$ cat src/rtl/piso_out_pkg.sv
// Shared definitions for the PISO output controller: FSM state type and
// the SHIFT_OUT levels the external shifter interprets as load / shift.
package piso_out_pkg;

    typedef enum logic [1:0] {
        IDLE = 2'd0,
        LOAD = 2'd1,
        SEND = 2'd2,
        FIN  = 2'd3
    } piso_state_e;

    // SHIFT_OUT levels: 0 makes the shifter capture its parallel inputs,
    // 1 makes it shift (when enabled) or hold.
    localparam logic SHIFT_LOAD = 1'b0;
    localparam logic SHIFT_HOLD = 1'b1;

endpackage

$ cat src/rtl/piso_out_argmax.sv
// Running argmax tracker for the PISO output stream. Only present when
// PISO_OUT_ARGMAX_EN is defined. Beats arrive in descending tap order, so a
// ">=" replacement leaves ties on the lowest tap index.
`ifdef PISO_OUT_ARGMAX_EN
module piso_out_argmax #(
    parameter int WIDTH = 8,
    parameter int IDX_W = 2
) (
    input  logic             clk_i,
    input  logic             clr_i,
    input  logic             init_i,
    input  logic             beat_i,
    input  logic [WIDTH-1:0] data_i,
    input  logic [IDX_W-1:0] idx_i,
    output logic [IDX_W-1:0] argmax_o,
    output logic [WIDTH-1:0] argmax_val_o
);

    logic [IDX_W-1:0] idx_q, idx_d;
    logic [WIDTH-1:0] val_q, val_d;

    // Next running maximum: cleared at frame load, replaced on >= beats.
    always_comb begin
        idx_d = idx_q;
        val_d = val_q;
        if (init_i) begin
            idx_d = '0;
            val_d = '0;
        end else if (beat_i && (data_i >= val_q)) begin
            idx_d = idx_i;
            val_d = data_i;
        end
    end

    // Maximum registers, cleared by the controller reset.
    always_ff @(posedge clk_i or posedge clr_i) begin
        if (clr_i) begin
            idx_q <= '0;
            val_q <= '0;
        end else begin
            idx_q <= idx_d;
            val_q <= val_d;
        end
    end

    assign argmax_o     = idx_q;
    assign argmax_val_o = val_q;

endmodule
`endif

$ cat src/rtl/piso_out_ctrl.sv
// PISO output controller: loads the external shifter once per frame, then
// streams NUM_TAPS beats (tap NUM_TAPS-1 first) over a valid/ready port and
// pulses DONE. Optional argmax tracking is enabled by PISO_OUT_ARGMAX_EN.
module piso_out_ctrl
    import piso_out_pkg::*;
#(
    parameter int WIDTH    = 8,
    parameter int NUM_TAPS = 4,
    parameter int IDX_W    = $clog2(NUM_TAPS)
) (
    input  logic             CLKEXT,
    input  logic             CLR_PISO_OUT,
    input  logic             START,
    input  logic [WIDTH-1:0] TAP_DATA,
    output logic             SHIFT_OUT,
    output logic             EN_PISO_OUT,
    output logic             OUT_VALID,
    input  logic             OUT_READY,
    output logic [WIDTH-1:0] OUT_DATA,
    output logic [IDX_W-1:0] OUT_IDX,
    output logic             BUSY,
    output logic             DONE
`ifdef PISO_OUT_ARGMAX_EN
    ,
    output logic [IDX_W-1:0] ARGMAX,
    output logic [WIDTH-1:0] ARGMAX_VAL
`endif
);

    piso_state_e      state_q, state_d;
    logic [IDX_W-1:0] cnt_q, cnt_d;

    // State and beat counter registers; reset aborts any frame in flight.
    always_ff @(posedge CLKEXT or posedge CLR_PISO_OUT) begin
        if (CLR_PISO_OUT) begin
            state_q <= IDLE;
            cnt_q   <= '0;
        end else begin
            state_q <= state_d;
            cnt_q   <= cnt_d;
        end
    end

    // Next-state, counter update and all control outputs.
    always_comb begin
        state_d     = state_q;
        cnt_d       = cnt_q;
        SHIFT_OUT   = SHIFT_HOLD;
        EN_PISO_OUT = 1'b0;
        OUT_VALID   = 1'b0;
        BUSY        = 1'b1;
        DONE        = 1'b0;
        unique case (state_q)
            IDLE: begin
                BUSY = 1'b0;
                if (START) state_d = LOAD;
            end
            LOAD: begin
                SHIFT_OUT = SHIFT_LOAD;
                cnt_d     = IDX_W'(NUM_TAPS - 1);
                state_d   = SEND;
            end
            SEND: begin
                OUT_VALID = 1'b1;
                // The final beat (index 0) is presented without shifting.
                EN_PISO_OUT = OUT_READY && (cnt_q != '0);
                if (OUT_READY) begin
                    if (cnt_q == '0) state_d = FIN;
                    else             cnt_d   = cnt_q - IDX_W'(1);
                end
            end
            FIN: begin
                DONE    = 1'b1;
                state_d = IDLE;
            end
            default: state_d = IDLE;
        endcase
    end

    assign OUT_DATA = TAP_DATA;
    assign OUT_IDX  = cnt_q;

`ifdef PISO_OUT_ARGMAX_EN
    piso_out_argmax #(
        .WIDTH (WIDTH),
        .IDX_W (IDX_W)
    ) u_argmax (
        .clk_i        (CLKEXT),
        .clr_i        (CLR_PISO_OUT),
        .init_i       (state_q == LOAD),
        .beat_i       (OUT_VALID && OUT_READY),
        .data_i       (TAP_DATA),
        .idx_i        (cnt_q),
        .argmax_o     (ARGMAX),
        .argmax_val_o (ARGMAX_VAL)
    );
`endif

endmodule

$ cat config.mk
export PLATFORM = sky130hd
export DESIGN_NAME = piso_out_ctrl
export DESIGN_NICKNAME = d
export VERILOG_FILES = /design/src/rtl/piso_out_pkg.sv /design/src/rtl/piso_out_argmax.sv /design/src/rtl/piso_out_ctrl.sv
export SDC_FILE = /design/constraint.sdc
export NUM_CORES = 1
export LEC_CHECK = 0
export BUFFER_PORTS_ARGS = -buffer_cell sky130_fd_sc_hd__clkbuf_2
export CORE_ASPECT_RATIO = 1.25
export CORE_MARGIN = 2
export CORE_UTILIZATION = 24
export DETAILED_ROUTE_END_ITERATION = 6
export MAX_ROUTING_LAYER = met4
export PLACE_DENSITY_LB_ADDON = 0.25
export SYNTH_ARGS = -nofsm -noshare
export SYNTH_HDL_FRONTEND = slang
export SYNTH_SLANG_ARGS = --single-unit
$ cat constraint.sdc
create_clock -name CLKEXT -period 2.2 [get_ports CLKEXT]
set_clock_uncertainty 0.05 [all_clocks]
set_input_delay 0.22 -clock CLKEXT [delete_from_list [all_inputs] [get_ports CLKEXT]]
set_output_delay 0.22 -clock CLKEXT [all_outputs]
set_load 0.05 [all_outputs]
==> flow_metrics.env <==
export IMPL_synth_avg_cell_area_um2=9.08
export IMPL_layout_worst_path_cycle_share_pct=79.7
export IMPL_post_place_ws_ps=447
export IMPL_place_port_buffers=10
export IMPL_placeableCoreArea_um2=1540
export IMPL_detail_route_antenna_nets=0
export IMPL_layout_cell_area_non_filler_um2=435
export IMPL_setup_viol=0
export IMPL_synthesis_instances=43
export IMPL_tritoncts="yes"
export IMPL_drt_pre_antenna_iters=4
export IMPL_dpl_cell_area_um2=403
export IMPL_internal_power_mw=0.338
export IMPL_cp_end_kind="output port"
export IMPL_total_switching_power_mw=0.413
export IMPL_antenna_found_initial=0
export IMPL_yosysUniqueCellTypes=18
export IMPL_share_of_total_power_in_the_clock_network_pct=11.7
export IMPL_grt_pass1_vias=265
export IMPL_clockRootBuffer="sky130_fd_sc_hd__clkbuf_4"
export IMPL_postCtsHoldBufs=1
export IMPL_fin_nets=70
export IMPL_clock_tree_buffer_depth=2
export IMPL_power_switching_fraction_pct=55.0
export IMPL_maximum_number_of_pins_on_one_net_before_global_route_repair=6
export IMPL_timing_critical_path_required_ps=1930
export IMPL_post_synth_top_area_cell="sky130_fd_sc_hd__dfrtp_1"
export IMPL_synth_nets=62
export IMPL_die_area_um2=1970
export IMPL_finalSetupTns_ps=0
export IMPL_period_minus_slack_ps=1750
export IMPL_report_final_hold_viol_count=0
export IMPL_initial_utilization_pct=25.3
export IMPL_worstPathMaxFanout=5
export IMPL_post_synthesis_instance_area_um2=390
export IMPL_routedWlPerCell_um=9.09
export IMPL_drc=0
export IMPL_maxSlewViolCount=0
export IMPL_run_status="finished clean"
export IMPL_tritoncts_num_sinks=4
export IMPL_crit_arrival_ps=1480
export IMPL_timing_max_cap_violations=0
export IMPL_synth_warnings=0
export IMPL_ys_top_cells_by_area="sky130_fd_sc_hd__dfrtp_1, sky130_fd_sc_hd__ha_1, sky130_fd_sc_hd__buf_4, sky130_fd_sc_hd__inv_1, sky130_fd_sc_hd__mux2_1"
export IMPL_antenna_diode_count=0
export IMPL_irDropWorstVdd_mv=0.378
export IMPL_slew_headroom_pct=73.9
export IMPL_grt_first_pass_wirelength_um=959
export IMPL_numCtsBuffers=3
export IMPL_tightestPinTransition_ps=392
export IMPL_startpoint="state_q[0]$_DFFE_PP0P_"
export IMPL_total_detailed_routing_wirelength_um=609
export IMPL_reg2reg_from="state_q[0]$_DFFE_PP0P_"
export IMPL_die_height_um=49.1
export IMPL_final_core_utilization_pct=28.2
export IMPL_class_of_the_most_critical_hold_timing_path="in -> reg"
export IMPL_clock_fmax_mhz=570
export IMPL_boundaryPins=27
export IMPL_holdWs_ps=307
export IMPL_combinationalPowerShare_pct=69.0
export IMPL_drtIter0Drc=2
export IMPL_synth_top_area_share_pct=25.6
export IMPL_layout_common_cells="sky130_fd_sc_hd__inv_1, sky130_fd_sc_hd__clkbuf_2, sky130_fd_sc_hd__ha_1, sky130_fd_sc_hd__dfrtp_1, sky130_fd_sc_hd__clkbuf_4"
export IMPL_clock_tree_htree_level_count=1
export IMPL_rsz0062_at_grt="false"
export IMPL_routability_congestion=0.606
export IMPL_die_width_um=40.1
export IMPL_sequentialPowerShare_pct=19.3
export IMPL_clk_transition_reported_paths_ps=40
export IMPL_worstSkewPairLatency_ps=230
export IMPL_post_route_cells_drive_above_1_share_pct=32.7
export IMPL_routed_via_density=4.16
export IMPL_via_count=279
export IMPL_min_delay_start="START"
export IMPL_ys_seq_area_share_pct=25.6
export IMPL_power_density_nw_per_um2=1730
export IMPL_synth_ff_latch_count=4
export IMPL_fp_row_count=16
export IMPL_area_growth_synth_to_final_pct=11.5
export IMPL_number_of_buffers_inserted_by_post_cts_setup_repair=0
export IMPL_grt_overflow_total=0
export IMPL_p_leak_nw=0.245
export IMPL_timing_critical_path_from_type="flip-flop"
export IMPL_track_usage_pct=7.26
export IMPL_layout_setup_ws_ps=446
export IMPL_detailed_place_hpwl_um=519
export IMPL_cts_repair_resize_count=0
export IMPL_timing_setup_critical_path_class="reg -> out"
## final timing paths
path | endpoint | slack [ps] | depth (start not counted)
hold reg to reg | OUT_IDX[0]$_DFFE_PP0P_ | 520 | 1
max in group asynchronous | OUT_IDX[1]$_DFFE_PP0P_ | 1610 | 3
min in group asynchronous | state_q[1]$_DFFE_PP0P_ | 340 | 3
hold / removal | state_q[0]$_DFFE_PP0P_ | 310 | 4
setup / recovery | EN_PISO_OUT | 450 | 4
setup reg to reg | state_q[1]$_DFFE_PP0P_ | 460 | 4
## worst max-delay path: stages, from the launching register on
cell	delay (ps)
sky130_fd_sc_hd__dfrtp_1	410
sky130_fd_sc_hd__inv_1	140
sky130_fd_sc_hd__ha_1	250
sky130_fd_sc_hd__and3_2	190
sky130_fd_sc_hd__clkbuf_2	270
## metrics by stage
stage,std cells,power (mW)
after floorplan,43,0.613
after global placement,63,0.675
after detailed placement,63,0.674
after CTS,67,0.769
after global routing,67,0.812
final,67,0.751
## layer usage
| metal | routed length (µm) | track usage, % |
|---|---|---|
| met1 | 246 | 7.71 |
| met2 | 301 | 10.5 |
| met3 | 62 | 1.37 |
| met4 | 0 | 6.90 |
| met5 | 0 | - |
## power by group through the flow
stage          Clock, mW  Sequential (mW)  Combinational [mW]
6_report          0.0877            0.145               0.518
5_1_grt           0.0936            0.152               0.566
4_1_cts           0.0932            0.147               0.529
3_5_place_dp           0            0.147               0.527
3_3_place_gp           0            0.149               0.526
2_1_floorplan          0            0.186               0.427
## registers in the layout, summed over array words and instances, names as in the netlist
name	cells
OUT_IDX	2
state_q	2
## final cells by class
class	instances	area, µm²
tap	18	22.5
fill	169	1110
sequential	4	100
inverter	10	37.5
clock buffer	3	22.5
timing repair buffer	11	60.1
multi-input combinational	21	193
## synth_stat cells
library cell                count
sky130_fd_sc_hd__dfrtp_1        4
sky130_fd_sc_hd__a22oi_1        1
sky130_fd_sc_hd__mux2i_1        1
sky130_fd_sc_hd__mux2_2         1
sky130_fd_sc_hd__and2b_2        1
sky130_fd_sc_hd__and3_2         1
sky130_fd_sc_hd__o21ai_0        1
sky130_fd_sc_hd__a31oi_1        1
sky130_fd_sc_hd__ha_1           7
sky130_fd_sc_hd__inv_1         10
sky130_fd_sc_hd__buf_4          8
sky130_fd_sc_hd__nand2_1        1
sky130_fd_sc_hd__nand2b_1       1
sky130_fd_sc_hd__a2bb2oi_1      1
sky130_fd_sc_hd__nor3_1         1
sky130_fd_sc_hd__nor2_1         1
sky130_fd_sc_hd__a222oi_1       1
sky130_fd_sc_hd__mux2_1         1
## cells by family (layout without fill, tap and decap cells)
logic type,Yosys count,count (layout),synth area share [%]
AO/OA/AOI/OAI,5,5,9.62
flip-flops,4,4,25.6
buffers and inverters,18,24,25.0
adder cells (fa/ha/maj),7,7,22.4
AND/OR/NAND/NOR,6,6,8.97
multiplexers,3,3,8.33
Note: power is estimated with default switching activity, not from simulation.
